File: src/rtl/keypad_pkg.sv
// Keypad decoder shared types: FSM states, coordinate-to-digit keymap, one-hot helpers.
// Latency: none (types and pure functions only).
// Backpressure: not applicable.
package keypad_pkg;

    typedef enum logic [1:0] {
        IDLE     = 2'd0,
        DEBOUNCE = 2'd1,
        HELD     = 2'd2,
        REL_DB   = 2'd3
    } kd_state_t;

    // Indexed by {r,s}; rows read "1 2 3 A", "4 5 6 B", "7 8 9 C", "E 0 F D".
    localparam logic [15:0][3:0] KEYMAP = {
        4'hD, 4'hF, 4'h0, 4'hE,
        4'hC, 4'h9, 4'h8, 4'h7,
        4'hB, 4'h6, 4'h5, 4'h4,
        4'hA, 4'h3, 4'h2, 4'h1
    };

    function automatic logic onehot_valid(input logic [3:0] v);
        return (v != 4'd0) && ((v & (v - 4'd1)) == 4'd0);
    endfunction

    function automatic logic [1:0] onehot_idx(input logic [3:0] v);
        logic [1:0] idx;
        idx = 2'd0;
        for (int i = 0; i < 4; i++) begin
            if (v[i]) idx = 2'(i);
        end
        return idx;
    endfunction

endpackage

File: src/rtl/keypad_decoder_if.sv
// Scanner-to-decoder bundle: scan/sense coordinates in, decoded key events and digit history out.
// Latency: wiring only.
// Backpressure: none; outputs are pulses and held levels.
interface keypad_decoder_if;
    logic [3:0] scan_q;
    logic [3:0] sense_q;
    logic       key_valid;
    logic [3:0] key_code;
    logic [3:0] digit_new;
    logic [3:0] digit_old;
    logic       key_held;

    modport master (
        output scan_q, sense_q,
        input  key_valid, key_code, digit_new, digit_old, key_held
    );

    modport slave (
        input  scan_q, sense_q,
        output key_valid, key_code, digit_new, digit_old, key_held
    );
endinterface

File: src/rtl/keypad_decoder.sv
// Debounces a single-key press, decodes it to a hex digit and keeps a two-digit history.
// Latency: key_valid D+1 edges after the first sample of a stable key; all outputs registered.
// Backpressure: none; one key_valid pulse per accepted press, no rollover.
module keypad_decoder
    import keypad_pkg::*;
#(
    parameter int DEBOUNCE_CYCLES = 480_000,
    parameter int CNT_W           = $clog2(DEBOUNCE_CYCLES + 1)
) (
    input  logic             clk,
    input  logic             rst,
    keypad_decoder_if.slave  kif
);

    // Counter observes 0..D-1 on the D counting edges; the next matching edge sees D and commits.
    localparam logic [CNT_W-1:0] CNT_TERM = CNT_W'(DEBOUNCE_CYCLES);

    kd_state_t        state_q;
    logic [CNT_W-1:0] cnt_q;
    logic [3:0]       coord_q;
    logic             key_valid_q;
    logic [3:0]       key_code_q;
    logic [3:0]       digit_new_q;
    logic [3:0]       digit_old_q;
    logic             key_held_q;

    logic             cand_vld;
    logic [3:0]       cand_coord;
    logic             match;

    assign cand_vld   = onehot_valid(kif.scan_q) && onehot_valid(kif.sense_q);
    assign cand_coord = {onehot_idx(kif.sense_q), onehot_idx(kif.scan_q)};
    assign match      = cand_vld && (cand_coord == coord_q);

    always_ff @(posedge clk) begin
        if (rst) begin
            state_q     <= IDLE;
            cnt_q       <= '0;
            coord_q     <= '0;
            key_valid_q <= 1'b0;
            key_code_q  <= '0;
            digit_new_q <= '0;
            digit_old_q <= '0;
            key_held_q  <= 1'b0;
        end else begin
            key_valid_q <= 1'b0;
            case (state_q)
                IDLE: begin
                    if (cand_vld) begin
                        coord_q <= cand_coord;
                        cnt_q   <= '0;
                        state_q <= DEBOUNCE;
                    end
                end
                DEBOUNCE: begin
                    if (!match) begin
                        state_q <= IDLE;
                    end else if (cnt_q == CNT_TERM) begin
                        state_q     <= HELD;
                        key_valid_q <= 1'b1;
                        key_code_q  <= KEYMAP[coord_q];
                        digit_new_q <= KEYMAP[coord_q];
                        digit_old_q <= digit_new_q;
                        key_held_q  <= 1'b1;
                    end else begin
                        cnt_q <= cnt_q + CNT_W'(1);
                    end
                end
                HELD: begin
                    if (!match) begin
                        state_q <= REL_DB;
                        cnt_q   <= '0;
                    end
                end
                REL_DB: begin
                    if (match) begin
                        state_q <= HELD;
                    end else if (cnt_q == CNT_TERM) begin
                        state_q    <= IDLE;
                        key_held_q <= 1'b0;
                    end else begin
                        cnt_q <= cnt_q + CNT_W'(1);
                    end
                end
                default: state_q <= IDLE;
            endcase
        end
    end

    assign kif.key_valid = key_valid_q;
    assign kif.key_code  = key_code_q;
    assign kif.digit_new = digit_new_q;
    assign kif.digit_old = digit_old_q;
    assign kif.key_held  = key_held_q;

endmodule
File: src/flat_wrapper.sv
// flat-port wrapper written by rule: the top's interface ports become plain ports
module keypad_decoder_flat import keypad_pkg::*;
#(
    parameter int DEBOUNCE_CYCLES = 480_000,
    parameter int CNT_W           = $clog2(DEBOUNCE_CYCLES + 1)
)
  (clk, rst, kif_scan_q, kif_sense_q, kif_key_valid, kif_key_code, kif_digit_new, kif_digit_old, kif_key_held);
  keypad_decoder_if kif_i ();
  input  logic clk;
  input  logic rst;
  input wire logic [$bits(kif_i.scan_q)-1:0] kif_scan_q;
  input wire logic [$bits(kif_i.sense_q)-1:0] kif_sense_q;
  output wire logic [$bits(kif_i.key_valid)-1:0] kif_key_valid;
  output wire logic [$bits(kif_i.key_code)-1:0] kif_key_code;
  output wire logic [$bits(kif_i.digit_new)-1:0] kif_digit_new;
  output wire logic [$bits(kif_i.digit_old)-1:0] kif_digit_old;
  output wire logic [$bits(kif_i.key_held)-1:0] kif_key_held;
  assign kif_i.scan_q = kif_scan_q;
  assign kif_i.sense_q = kif_sense_q;
  assign kif_key_valid = kif_i.key_valid;
  assign kif_key_code = kif_i.key_code;
  assign kif_digit_new = kif_i.digit_new;
  assign kif_digit_old = kif_i.digit_old;
  assign kif_key_held = kif_i.key_held;
  keypad_decoder #(.DEBOUNCE_CYCLES(DEBOUNCE_CYCLES), .CNT_W(CNT_W)) u_core (.clk(clk), .rst(rst), .kif(kif_i));
endmodule
File: config.mk
export PLATFORM = sky130hd
export DESIGN_NAME = keypad_decoder_flat
export DESIGN_NICKNAME = d
export VERILOG_FILES = /design/src/rtl/keypad_pkg.sv /design/src/rtl/keypad_decoder_if.sv /design/src/rtl/keypad_decoder.sv /design/src/flat_wrapper.sv
export SDC_FILE = /design/constraint.sdc
export NUM_CORES = 1
export LEC_CHECK = 0
export CAP_MARGIN = 30
export CELL_PAD_IN_SITES_DETAIL_PLACEMENT = 0
export CELL_PAD_IN_SITES_GLOBAL_PLACEMENT = 2
export CORE_ASPECT_RATIO = 1.1
export CORE_MARGIN = 5
export CORE_UTILIZATION = 40
export CTS_BUF_LIST = sky130_fd_sc_hd__clkbuf_4 sky130_fd_sc_hd__clkbuf_8
export DETAILED_ROUTE_END_ITERATION = 8
export DONT_BUFFER_PORTS = 1
export PLACE_DENSITY = 0.84
export SLEW_MARGIN = 20
export SYNTH_ARGS = -nofsm -noshare
export SYNTH_HDL_FRONTEND = slang
export SYNTH_SLANG_ARGS = --single-unit
File: constraint.sdc
create_clock -name clk -period 2.8 [get_ports clk]
set_input_delay 0.56 -clock clk [delete_from_list [all_inputs] [get_ports clk]]
set_output_delay 0.56 -clock clk [all_outputs]
set_load 0.02 [all_outputs]
=== Word-level counts from Yosys, hierarchy flattened ===
Memory sizes are Yosys's and may differ from the RTL's. A register that Yosys moved wholly into a read port is not among the register bits.
Cells that the tools add are included.

* Bits in registers: 31
* Memory bits (read-only): 64
* Bits of input ports: 10
* Output and inout port bits: 14
* Word-level logic and storage cells: 68
* Memories kept: 1

* Add/subtract/negate cells: 3
* Eq/ne operators: 13
* Muxes and demuxes: 25
* Bitwise gates (word level): 4
* Reductions and logical operators: 16

{| class="wikitable"
|+ Memories
! memory !! words !! width !! rd ports !! clocked after Yosys merged registers in !! write ports !! line !! source
|-
| (no name shown) || 16 || 4 || 1 || 1 || 0 || keypad_decoder.sv:61 || <nowiki>key_code_q <= KEYMAP[coord_q];</nowiki>
|}

{| class="wikitable"
|+ Operator list
! operator !! count
|-
| $mux W19 || 5
|-
| $pmux W19 S4 || 1
|-
| $mux W2 || 10
|-
| $add A19 B1 Y19 const B || 1
|-
| $eq A19 B19 Y1 const B || 1
|-
| $and A4 B4 Y4 || 2
|-
| $logic_not A4 Y1 || 2
|-
| $ne A2 B1 Y1 const B || 4
|-
| $pmux W2 S4 || 1
|-
| $reduce_and A4 Y1 || 2
|-
| $reduce_bool A4 Y1 || 2
|-
| $sub A4 B1 Y4 const B || 2
|-
| $mux W1 || 7
|-
| $reduce_and A5 Y1 || 1
|-
| $eq A2 B2 Y1 const B || 2
|-
| $eq A4 B4 Y1 || 1
|-
| $logic_and A1 B1 Y1 || 4
|-
| $ne A2 B2 Y1 const B || 2
|-
| $ne A3 B1 Y1 const B || 1
|-
| $ne A3 B3 Y1 const B || 1
|-
| $reduce_and A3 Y1 || 1
|-
| $reduce_or A3 Y1 || 1
|-
| $eq A2 B1 Y1 const B || 1
|-
| $logic_not A2 Y1 || 1
|-
| 4 further kinds || 5
|}

=== Logic depth before layout (Yosys ltp) ===
Gate-level depths: netlist (run 1).

* Depth in word-level cells: 8
* Mapped depth: 9
* Depth with buffers taken out: 7

=== Worst setup path after synthesis (run 1) ===
OpenSTA, ideal clock, no wires.

* Kind: input to register
* Start point: input port kif_sense_q[3]
* End point: register u_core.cnt_q[15]
* Data arrival time: 2.416 ns
* Slack: 0.314 ns
* Cell stages on the path: 8
* Path through: buf_4 > or3_4 > a221oi_4 > o211a_4 > o21ai_4 > buf_6 > or4_1 > a21oi_1

* Cells in the longest elaborated chain, start to end: 8
* Elaborated cells on any way between the ends: 14
* Classes of those cells: add/sub (1); eq/ne (5); mux (1); bitwise (1); reduce/logical (6)

{| class="wikitable"
|+ RTL lines
! what !! line !! source
|-
| start, declared || flat_wrapper.sv:12 || <nowiki>input wire logic [$bits(kif_i.sense_q)-1:0] kif_sense_q;</nowiki>
|-
| $sub A4 B1 Y4 || keypad_pkg.sv:22 || <nowiki>return (v != 4'd0) && ((v & (v - 4'd1)) == 4'd0);</nowiki>
|-
| $and A4 B4 Y4 || keypad_pkg.sv:22 ||
|-
| $logic_not A4 Y1 || keypad_pkg.sv:22 ||
|-
| $logic_and A1 B1 Y1 || keypad_pkg.sv:22 ||
|-
| $logic_and A1 B1 Y1 || keypad_decoder.sv:31 || <nowiki>assign cand_vld = onehot_valid(kif.scan_q) && onehot_valid(kif.sense_q);</nowiki>
|-
| $logic_and A1 B1 Y1 || keypad_decoder.sv:33 || <nowiki>assign match = cand_vld && (cand_coord == coord_q);</nowiki>
|-
| $ne A2 B2 Y1 (no line) / $ne A2 B1 Y1 (equally long branches) || -- ||
|-
| $reduce_and A4 Y1 (no line) * || -- ||
|-
| end signal, assigned || keypad_decoder.sv:66 || <nowiki>cnt_q <= cnt_q + CNT_W'(1);</nowiki>
|-
| end signal, assigned || keypad_decoder.sv:82 || <nowiki>cnt_q <= cnt_q + CNT_W'(1);</nowiki>
|-
| end, declared || keypad_decoder.sv:19 || <nowiki>logic [CNT_W-1:0] cnt_q;</nowiki>
|}

Every way passes the cells marked *; elsewhere a longest branch is shown, timed or not.
A chain may end at the register's enable or synchronous reset.

=== Final worst setup path (run 1) ===
* Start point: register u_core.coord_q[2]
* End point: register u_core.cnt_q[14]

* Cells in the longest elaborated chain, start to end: 4
* Elaborated cells on any way between the ends: 6
* Classes of those cells: eq/ne (4); reduce/logical (2)

{| class="wikitable"
|+ RTL lines
! what !! line !! source
|-
| start, declared || keypad_decoder.sv:20 || <nowiki>logic [3:0] coord_q;</nowiki>
|-
| start signal, assigned || keypad_decoder.sv:50 || <nowiki>coord_q <= cand_coord;</nowiki>
|-
| $eq A4 B4 Y1 * || keypad_decoder.sv:33 ||
|-
| $logic_and A1 B1 Y1 * || keypad_decoder.sv:33 ||
|-
| $ne A2 B2 Y1 (no line) / $ne A2 B1 Y1 (equally long branches) || -- ||
|-
| $reduce_and A4 Y1 (no line) * || -- ||
|}

Marked as above.

==> results.toml, run 1 <==
[status]
status = "complete, no violations"

[setup_path]
cp_top_family = "compound AO/OA/AOI/OAI gates"
worstPathCellList = "or3_4, a221oi_4, o211a_4, o2111ai_1, buf_4, or3_1, a21oi_1"
crit_buf_inv = 1
reg2reg_setup_slack_ps = 390
crit_slowest_cell = "or3_4"
required_ps = 3010
endpoint_kind = "register"
crit_path_start_kind = "register"
crit_type = "reg -> reg"
cp_max_fo = 9
worst-endpoint-arrival_ps = 2620
max_stage_delay_ps = 440

[cells_and_area]
drive_gt1_frac = 0.110
nets = 244
nFillCells = 453
syn2layout_area_growth_pct = 6.31
final_cells = 283
antenna_cells = 0

[drt]
viasPerCell = 5.61
drtIter0Drc = 62
vias = 1587
drc_errors = 0
routed_wirelength_mm = 4.01
dr.pass1.iters = 4
ant_nets = 0
post_drt_wl_per_cell_um = 14.2

[clock_tree]
cts_buffers = 5
clock-sinks = 35
cts_max_level = 2
cts_resized = 0
clock_path_buffers = 2
clkTransAtPathRegs_ps = 70
insertion_delay_ps = 290
postCtsSetupBuffers = 0
root_buffer = "clkbuf_8"
cts_tree = "built"
holdBufCountCts = 0

[synth]
seq_area_frac_synth = 0.357
synthTopCellsByCount = "35 x dfxtp_1, 32 x nor2_1, 14 x a21oi_1, 13 x nand2_1, 13 x o21ai_0"
syn_area_sq_um = 1960
ys_warn_count = 0
synth_top_area_share = 0.357
synth-seq-cells = 35
synth.largest_area_cell = "dfxtp_1"
synth_most_common_cell = "dfxtp_1"
synth_edf_count = 0
syn_inst = 226
syn_area_per_cell_sq_um = 8.69
synth_ff_type = "dfxtp_1"
yosys.cell_types.count = 48
syn_nets = 243
synthArstFlopShare = 0
synth.area.top_cells = "dfxtp_1 36%, nor2_1 6.1%, ha_1 4.5%, mux2i_1 4.1%, a21oi_1 3.6%"

[grt]
track_usage = 0.133
antenna_found_initial = 0
grt_overflow_total = 0
grt_pass1_wl_mm = 7.12
grt_max_degree = 19
grt_pass1_vias = 1526

[timing]
period_minus_slack_ps = 2410
fin_skew_ps = 8.28
worst_pin_slew_ps = 495
max_freq_mhz = 415
grt_setup_unrepaired = "no"
setup-tns-final_ps = 0
layout_worst_path_cycle_share = 0.860
hold_viol = 0
setup_viol = 0
slew_violations = 0
relSlewSlack = 0.670

[power]
seq_power_share = 0.542
powerDensity_nw_per_um2 = 447
ir_worst_vdd_mv = 0.144
p_sw_frac = 0.229
pwr-share-clk = 0.397
p_leak_nw = 0.682
switching_power_w = 0.000213
power.share.combinational = 0.060
p_int_w = 0.000720

[floorplan]
core.rowCount = 26
start_util = 0.416
core-area_sq_um = 4720
die_x_um = 76.8
dieArea_sq_um = 6410
ios = 24
die_h_um = 83.5

[place]
gp_congestion = 0.767
place_inst = 276
port_buffers = 0
place_hpwl_mm = 3.07

[flow_run]
max_cap_violations = 0

[min_path]
hold_path_class = "in -> reg"
worst register-to-register path, stage by stage (launching register included):
cell and delay (ps):
dfxtp_1 410, or3_4 440, a221oi_4 360, o211a_4 200, o2111ai_1 240, buf_4 250, or3_1 300, a21oi_1 140
final timing paths:
check	start	endpoint	depth (start not counted)
setup / recovery	u_core.coord_q[2]	u_core.cnt_q[14]	7
hold / removal	rst	u_core.kif.digit_old[1]	1
setup reg to reg	u_core.coord_q[2]	u_core.cnt_q[14]	7
hold reg to reg	u_core.cnt_q[17]	u_core.cnt_q[17]	2
power by group through the flow:
stage               clock (W)  combinational [W]  sequential (W)
global route         0.000410          0.0000636        0.000507
floorplan                   0          0.0000529        0.000515
detailed placement          0          0.0000569        0.000518
finish               0.000371          0.0000563        0.000506
global placement            0          0.0000544        0.000517
CTS                  0.000385          0.0000571        0.000506
placed cells by master, fill, tap and decap left out, types with 7 or more instances in the layout:
cell type,Yosys,final
a211oi_1,8,8
a21oi_1,14,14
buf_4,5,7
dfxtp_1,35,35
ha_1,7,7
inv_1,10,10
mux2i_1,8,8
nand2_1,13,13
nor2_1,32,32
o21ai_0,13,13
or4_1,7,7
stage by stage:
stage	instance area (sq um)	hold WS, ps	utilization	total power, W	setup WS, ps
finish	2090	344	0.442	0.000933	392
global route	2090	326	0.442	0.000980	243
CTS	2090	331	0.442	0.000948	383
detailed placement	2000	481	0.424	0.000575	188
global placement	2000	476	0.424	0.000572	222
floorplan	1960	448	-	0.000568	314
state kept, by name (all words and copies together), names as in the netlist, named ones only:
register,count
u_core.cnt_q,19
u_core.coord_q,4
u_core.kif.digit_old,4
u_core.kif.key_code,4
u_core.kif.key_held,1
u_core.kif.key_valid,1
u_core.state_q,1
routing by layer:
metal | global-route usage | vias up | wire [um]
met5 | 0 | - | 0
met4 | 0.0397 | 0 | 50
met3 | 0.0421 | 7 | 174
met2 | 0.224 | 23 | 2060
met1 | 0.159 | 736 | 1730
li1 | - | 821 | -
final cells by class:
type / count / area [sq um] / share of cell area
clock buffer: 6 / 82.6 / 0.0396
clock inverter: 1 / 5.00 / 0.00240
inverter: 10 / 37.5 / 0.0180
multi-input combinational: 168 / 1140 / 0.546
sequential: 35 / 701 / 0.336
tap: 56 / 70.1 / 0.0336
timing repair buffer: 7 / 52.6 / 0.0252
kinds of logic after synthesis:
group                    share of synthesized area
AND/OR/NAND/NOR                              0.232
AO/OA/AOI/OAI                                0.215
flip-flops                                   0.357
buffers and inverters                       0.0631
multiplexers                                0.0523
XOR/XNOR                                    0.0357
adder cells (fa/ha/maj)                     0.0446
(Power assumes the default switching activity.)
==> run 2: changes to the inputs <==
Settings changed: REMOVE_ABC_BUFFERS set to 1.
Clock period 2.8 ns to 2.5 ns, I/O delays scaled along.
==> run 2 against run 1 <==
Compared with the run above: global-route usage up 0.29 points; non-clock buffer count up 7; design area up 5.5%; fmax up 11%; register-to-register slack worse by 60 ps; clock power up 67%; cell count up 2.8%; clock-buffer cell count down 1; highest routed layer unchanged; power up 35%.
==> results.toml, run 2 (same netlist as run 1, synthesis figures left out) <==
[cells_and_area]
drive_gt1_frac = 0.140
nFillCells = 463
regMostFlops = "u_core.cnt_q"
syn2layout_area_growth_pct = 12.1
seq_area_sq_um = 701
antenna_cells = 0
largest_reg_flops = 19
nets = 251
final_cell_mix = "35 x dfxtp_1, 32 x nor2_1, 14 x a21oi_1"
multiInputGateArea_sq_um = 1140
final_common_cell = "dfxtp_1"

[timing]
relSlewSlack = 0.694
max_freq_mhz = 462
setup-tns-final_ps = 0
period_minus_slack_ps = 2170
grt_setup_unrepaired = "no"
setup_viol = 0
fin_skew_ps = 9.48
worst_pin_slew_ps = 457
hold_viol = 0
layout_worst_path_cycle_share = 0.866
slew_violations = 0
timing.hold.ws_ps = 269

[floorplan]
core-area_sq_um = 4720
dieArea_sq_um = 6410
core.rowCount = 26
die_x_um = 76.8
ios = 24
die_h_um = 83.5
start_util = 0.416

[grt]
grt_max_degree = 19
grt_util_met1 = 0.141
track_usage = 0.135
grt_overflow_total = 0
busiest_layer = "met2"
grt_pass1_vias = 1601
grt_pass1_wl_mm = 7.20
grt_use_met2 = 0.253
antenna_found_initial = 0
use_met3 = 0.0421

[clock_tree]
clkTransAtPathRegs_ps = 80
holdBufCountCts = 0
root_buffer = "clkbuf_8"
cts_buffers = 5
postCtsSetupBuffers = 0
clock_path_buffers = 2
cts_tree = "built"
cts_max_level = 2
clock-sinks = 35
insertion_delay_ps = 290
cts_resized = 0

[status]
status = "complete, no violations"

[setup_path]
endpoint_kind = "register"
crit_type = "reg -> reg"
worstSetupStartpoint = "u_core.coord_q[2]"
rr_worst_depth = 7
cp_max_fo = 7
worst-endpoint-arrival_ps = 2390
required_ps = 2730
crit_path_start_kind = "register"
r2r-start = "u_core.coord_q[2]"
reg2reg_setup_slack_ps = 330
reg2reg_to = "u_core.cnt_q[14]"
endpoint = "u_core.cnt_q[14]"

[place]
port_buffers = 0
place_hpwl_mm = 3.21
gp_congestion = 0.756

[drt]
viasPerCell = 5.66
post_drt_wl_per_cell_um = 14.5
dr.pass1.iters = 4
drtIter0Drc = 36
ant_nets = 0
routed_wirelength_mm = 4.21
vias = 1647
drc_errors = 0

[power]
powerDensity_nw_per_um2 = 572
ir_worst_vdd_mv = 0.233
p_leak_nw = 0.739

[flow_run]
max_cap_violations = 0

[min_path]
hold_path_class = "in -> reg"
-- run 2: power by group --
group / leakage, nW / switching (W) / internal, W
Combinational: 0.393 / 0.0000402 / 0.0000359
Sequential: 0.282 / 0.00000228 / 0.000560
Clock: 0.0644 / 0.000223 / 0.000398
-- run 2: worst max-delay path: stages (launching register included) --
cell       delay [ps]
dfxtp_1           320
or3_4             390
a221oi_4          370
o211a_4           230
o2111ai_1         130
buf_4             190
or3_1             310
a21oi_1           140
-- run 2: per-stage QoR --
step / area, sq um / total power [W] / cells / util / setup slack (ps)
after CTS: 2200 / 0.00127 / 291 / 0.467 / 351
after floorplan: 1880 / 0.000627 / 213 / - / 21.4
after detailed placement: 2060 / 0.000652 / 283 / 0.438 / 66.7
after global placement: 2060 / 0.000649 / 283 / 0.438 / 113
final: 2200 / 0.00126 / 291 / 0.467 / 334
after global routing: 2200 / 0.00131 / 291 / 0.467 / 147
-- run 2: layout make-up --
class | count | share of cell area
Multi-Input combinational cell | 168 | 0.517
Sequential cell | 35 | 0.318
Timing Repair Buffer | 14 | 0.0534
Tap cell | 56 | 0.0318
Clock buffer | 5 | 0.0313
Clock inverter | 3 | 0.0307
Inverter | 10 | 0.0171
-- run 2: how the worst min path moves through the flow --
stage / from / end / slack [ps] / cells past startpoint
after floorplan: u_core.cnt_q[18] / u_core.cnt_q[18] / 450 / 2
after global routing: rst / u_core.kif.key_code[3] / 250 / 1
after global placement: u_core.cnt_q[18] / u_core.cnt_q[18] / 470 / 2
after CTS: rst / u_core.kif.key_code[0] / 260 / 1
after detailed placement: u_core.cnt_q[17] / u_core.cnt_q[17] / 480 / 2
final: rst / u_core.kif.key_code[0] / 270 / 1
-- run 2: routing by layer --
metal	vias up	part of all wire
li1	836	-
met1	786	0.43
met2	17	0.53
met3	8	0.029
met4	0	0.014
met5	-	0
==> run 3: changes to the inputs <==
Settings changed: CELL_PAD_IN_SITES_DETAIL_PLACEMENT 0 to unset, CELL_PAD_IN_SITES_GLOBAL_PLACEMENT 2 to unset, CORE_UTILIZATION 40 to 45, PLACE_DENSITY 0.84 to 0.62.
==> run 3 against run 2 <==
Compared with the run above: setup slack worse by 26 ps; combinational power shrank 5.3%; global-route usage rose by 1.1 points; design area is 3.0% lower; first-iteration DRC count rose to 2.7 times the previous value; flip-flop and latch count stayed put; die area decreased by 9.8%; critical path depth did not move; critical endpoint is now u_core.cnt_q[10].
==> results.toml, run 3 (same netlist as run 1, synthesis figures left out) <==
[status]
status = "complete, no violations"

[timing]
fin_skew_ps = 5.52
setup_viol = 0
slew_violations = 0
hold_viol = 0
period_minus_slack_ps = 2190
relSlewSlack = 0.698
setup-tns-final_ps = 0
grt_setup_unrepaired = "no"
worst_pin_slew_ps = 452
max_freq_mhz = 456
layout_worst_path_cycle_share = 0.877

[setup_path]
crit_buf_inv = 1
worst-endpoint-arrival_ps = 2400
max_stage_delay_ps = 390
endpoint_kind = "register"
crit_slowest_cell = "or3_4"
crit_type = "reg -> reg"
required_ps = 2710
crit_path_start_kind = "register"
cp_max_fo = 10
worstPathCellList = "or3_4, a221oi_4, o211a_4, o2111ai_1, buf_4, or3_1, a21oi_1"
cp_top_family = "compound AO/OA/AOI/OAI gates"

[drt]
viasPerCell = 5.47
drc_errors = 0
routed_wirelength_mm = 3.76
dr.pass1.iters = 4
ant_nets = 0
post_drt_wl_per_cell_um = 13.2
vias = 1559
drtIter0Drc = 97

[power]
ir_worst_vdd_mv = 0.171
powerDensity_nw_per_um2 = 513
p_leak_nw = 0.710
power.total_w = 0.00109

[grt]
track_usage = 0.146
grt_overflow_total = 0
antenna_found_initial = 0
grt_max_degree = 19
grt_pass1_wl_mm = 6.69
grt_pass1_vias = 1510

[floorplan]
core.rowCount = 25
core-area_sq_um = 4250
die_h_um = 79.3
start_util = 0.461
die_x_um = 73.0
dieArea_sq_um = 5790
ios = 24

[cells_and_area]
nets = 247
fin_area_sq_um = 2140
antenna_cells = 0
syn2layout_area_growth_pct = 8.80
drive_gt1_frac = 0.126
largest_reg_flops = 19
final_cell_mix = "35 x dfxtp_1, 32 x nor2_1, 14 x a21oi_1"
nFillCells = 430
utilization = 0.502
regMostFlops = "u_core.cnt_q"
final_common_cell = "dfxtp_1"

[min_path]
hold_path_class = "in -> reg"

[clock_tree]
holdBufCountCts = 0
clkTransAtPathRegs_ps = 70
postCtsSetupBuffers = 0
root_buffer = "clkbuf_8"
cts_buffers = 5
insertion_delay_ps = 280
clock-sinks = 35
cts_tree = "built"
clock_path_buffers = 2
cts_max_level = 2
cts_resized = 0

[place]
port_buffers = 0
place_hpwl_mm = 2.76
gp_congestion = 0.810
dpl_cell_area_sq_um = 2030

[flow_run]
max_cap_violations = 0
==> run 3: cell type report <==
type	count	area (sq um)	area share
Multi-Input combinational cell	168	1140	0.533
Sequential cell	35	701	0.328
Clock buffer	8	104	0.0486
Timing Repair Buffer	10	87.6	0.0410
Tap cell	54	67.6	0.0316
Inverter	10	37.5	0.0176
==> run 3: worst paths after layout <==
| kind | startpoint | endpoint | slack, ps | depth (start not counted) |
|---|---|---|---|---|
| setup / recovery | u_core.coord_q[2] | u_core.cnt_q[10] | 310 | 7 |
| hold / removal | rst | register | 280 | 1 |
| setup reg to reg | u_core.coord_q[2] | u_core.cnt_q[10] | 310 | 7 |
| hold reg to reg | u_core.cnt_q[17] | u_core.cnt_q[17] | 490 | 2 |
==> run 3: per-layer routing <==
| metal | GRT usage | vias to the layer above | share of wire |
|---|---|---|---|
| li1 | - | 830 | - |
| met1 | 0.190 | 698 | 0.49 |
| met2 | 0.227 | 24 | 0.44 |
| met3 | 0.0405 | 7 | 0.051 |
| met4 | 0.0554 | 0 | 0.016 |
| met5 | 0 | - | 0 |
==> run 3: worst register-to-register path: cells and delay by family (launching register included) <==
| kind | cells | cell delay, ps |
|---|---|---|
| AO/OA/AOI/OAI | 4 | 910 |
| AND/OR/NAND/NOR | 2 | 700 |
| flip-flops | 1 | 320 |
| buffers and inverters | 1 | 200 |
==> run 3: per-stage QoR <==
stage | std cells | hold WS, ps | setup WS (ps)
3_5_place_dp | 277 | 473 | 39.1
5_1_grt | 285 | 266 | 187
3_3_place_gp | 277 | 470 | 93.1
6_report | 285 | 285 | 309
2_1_floorplan | 213 | 448 | 21.4
4_1_cts | 285 | 273 | 302
==> run 3: power breakdown <==
| part | switching (W) | internal (W) | total, W |
|---|---|---|---|
| clock network | 0.000198 | 0.000262 | 0.000460 |
| registers | 0.00000221 | 0.000561 | 0.000563 |
| logic | 0.0000370 | 0.0000350 | 0.0000720 |
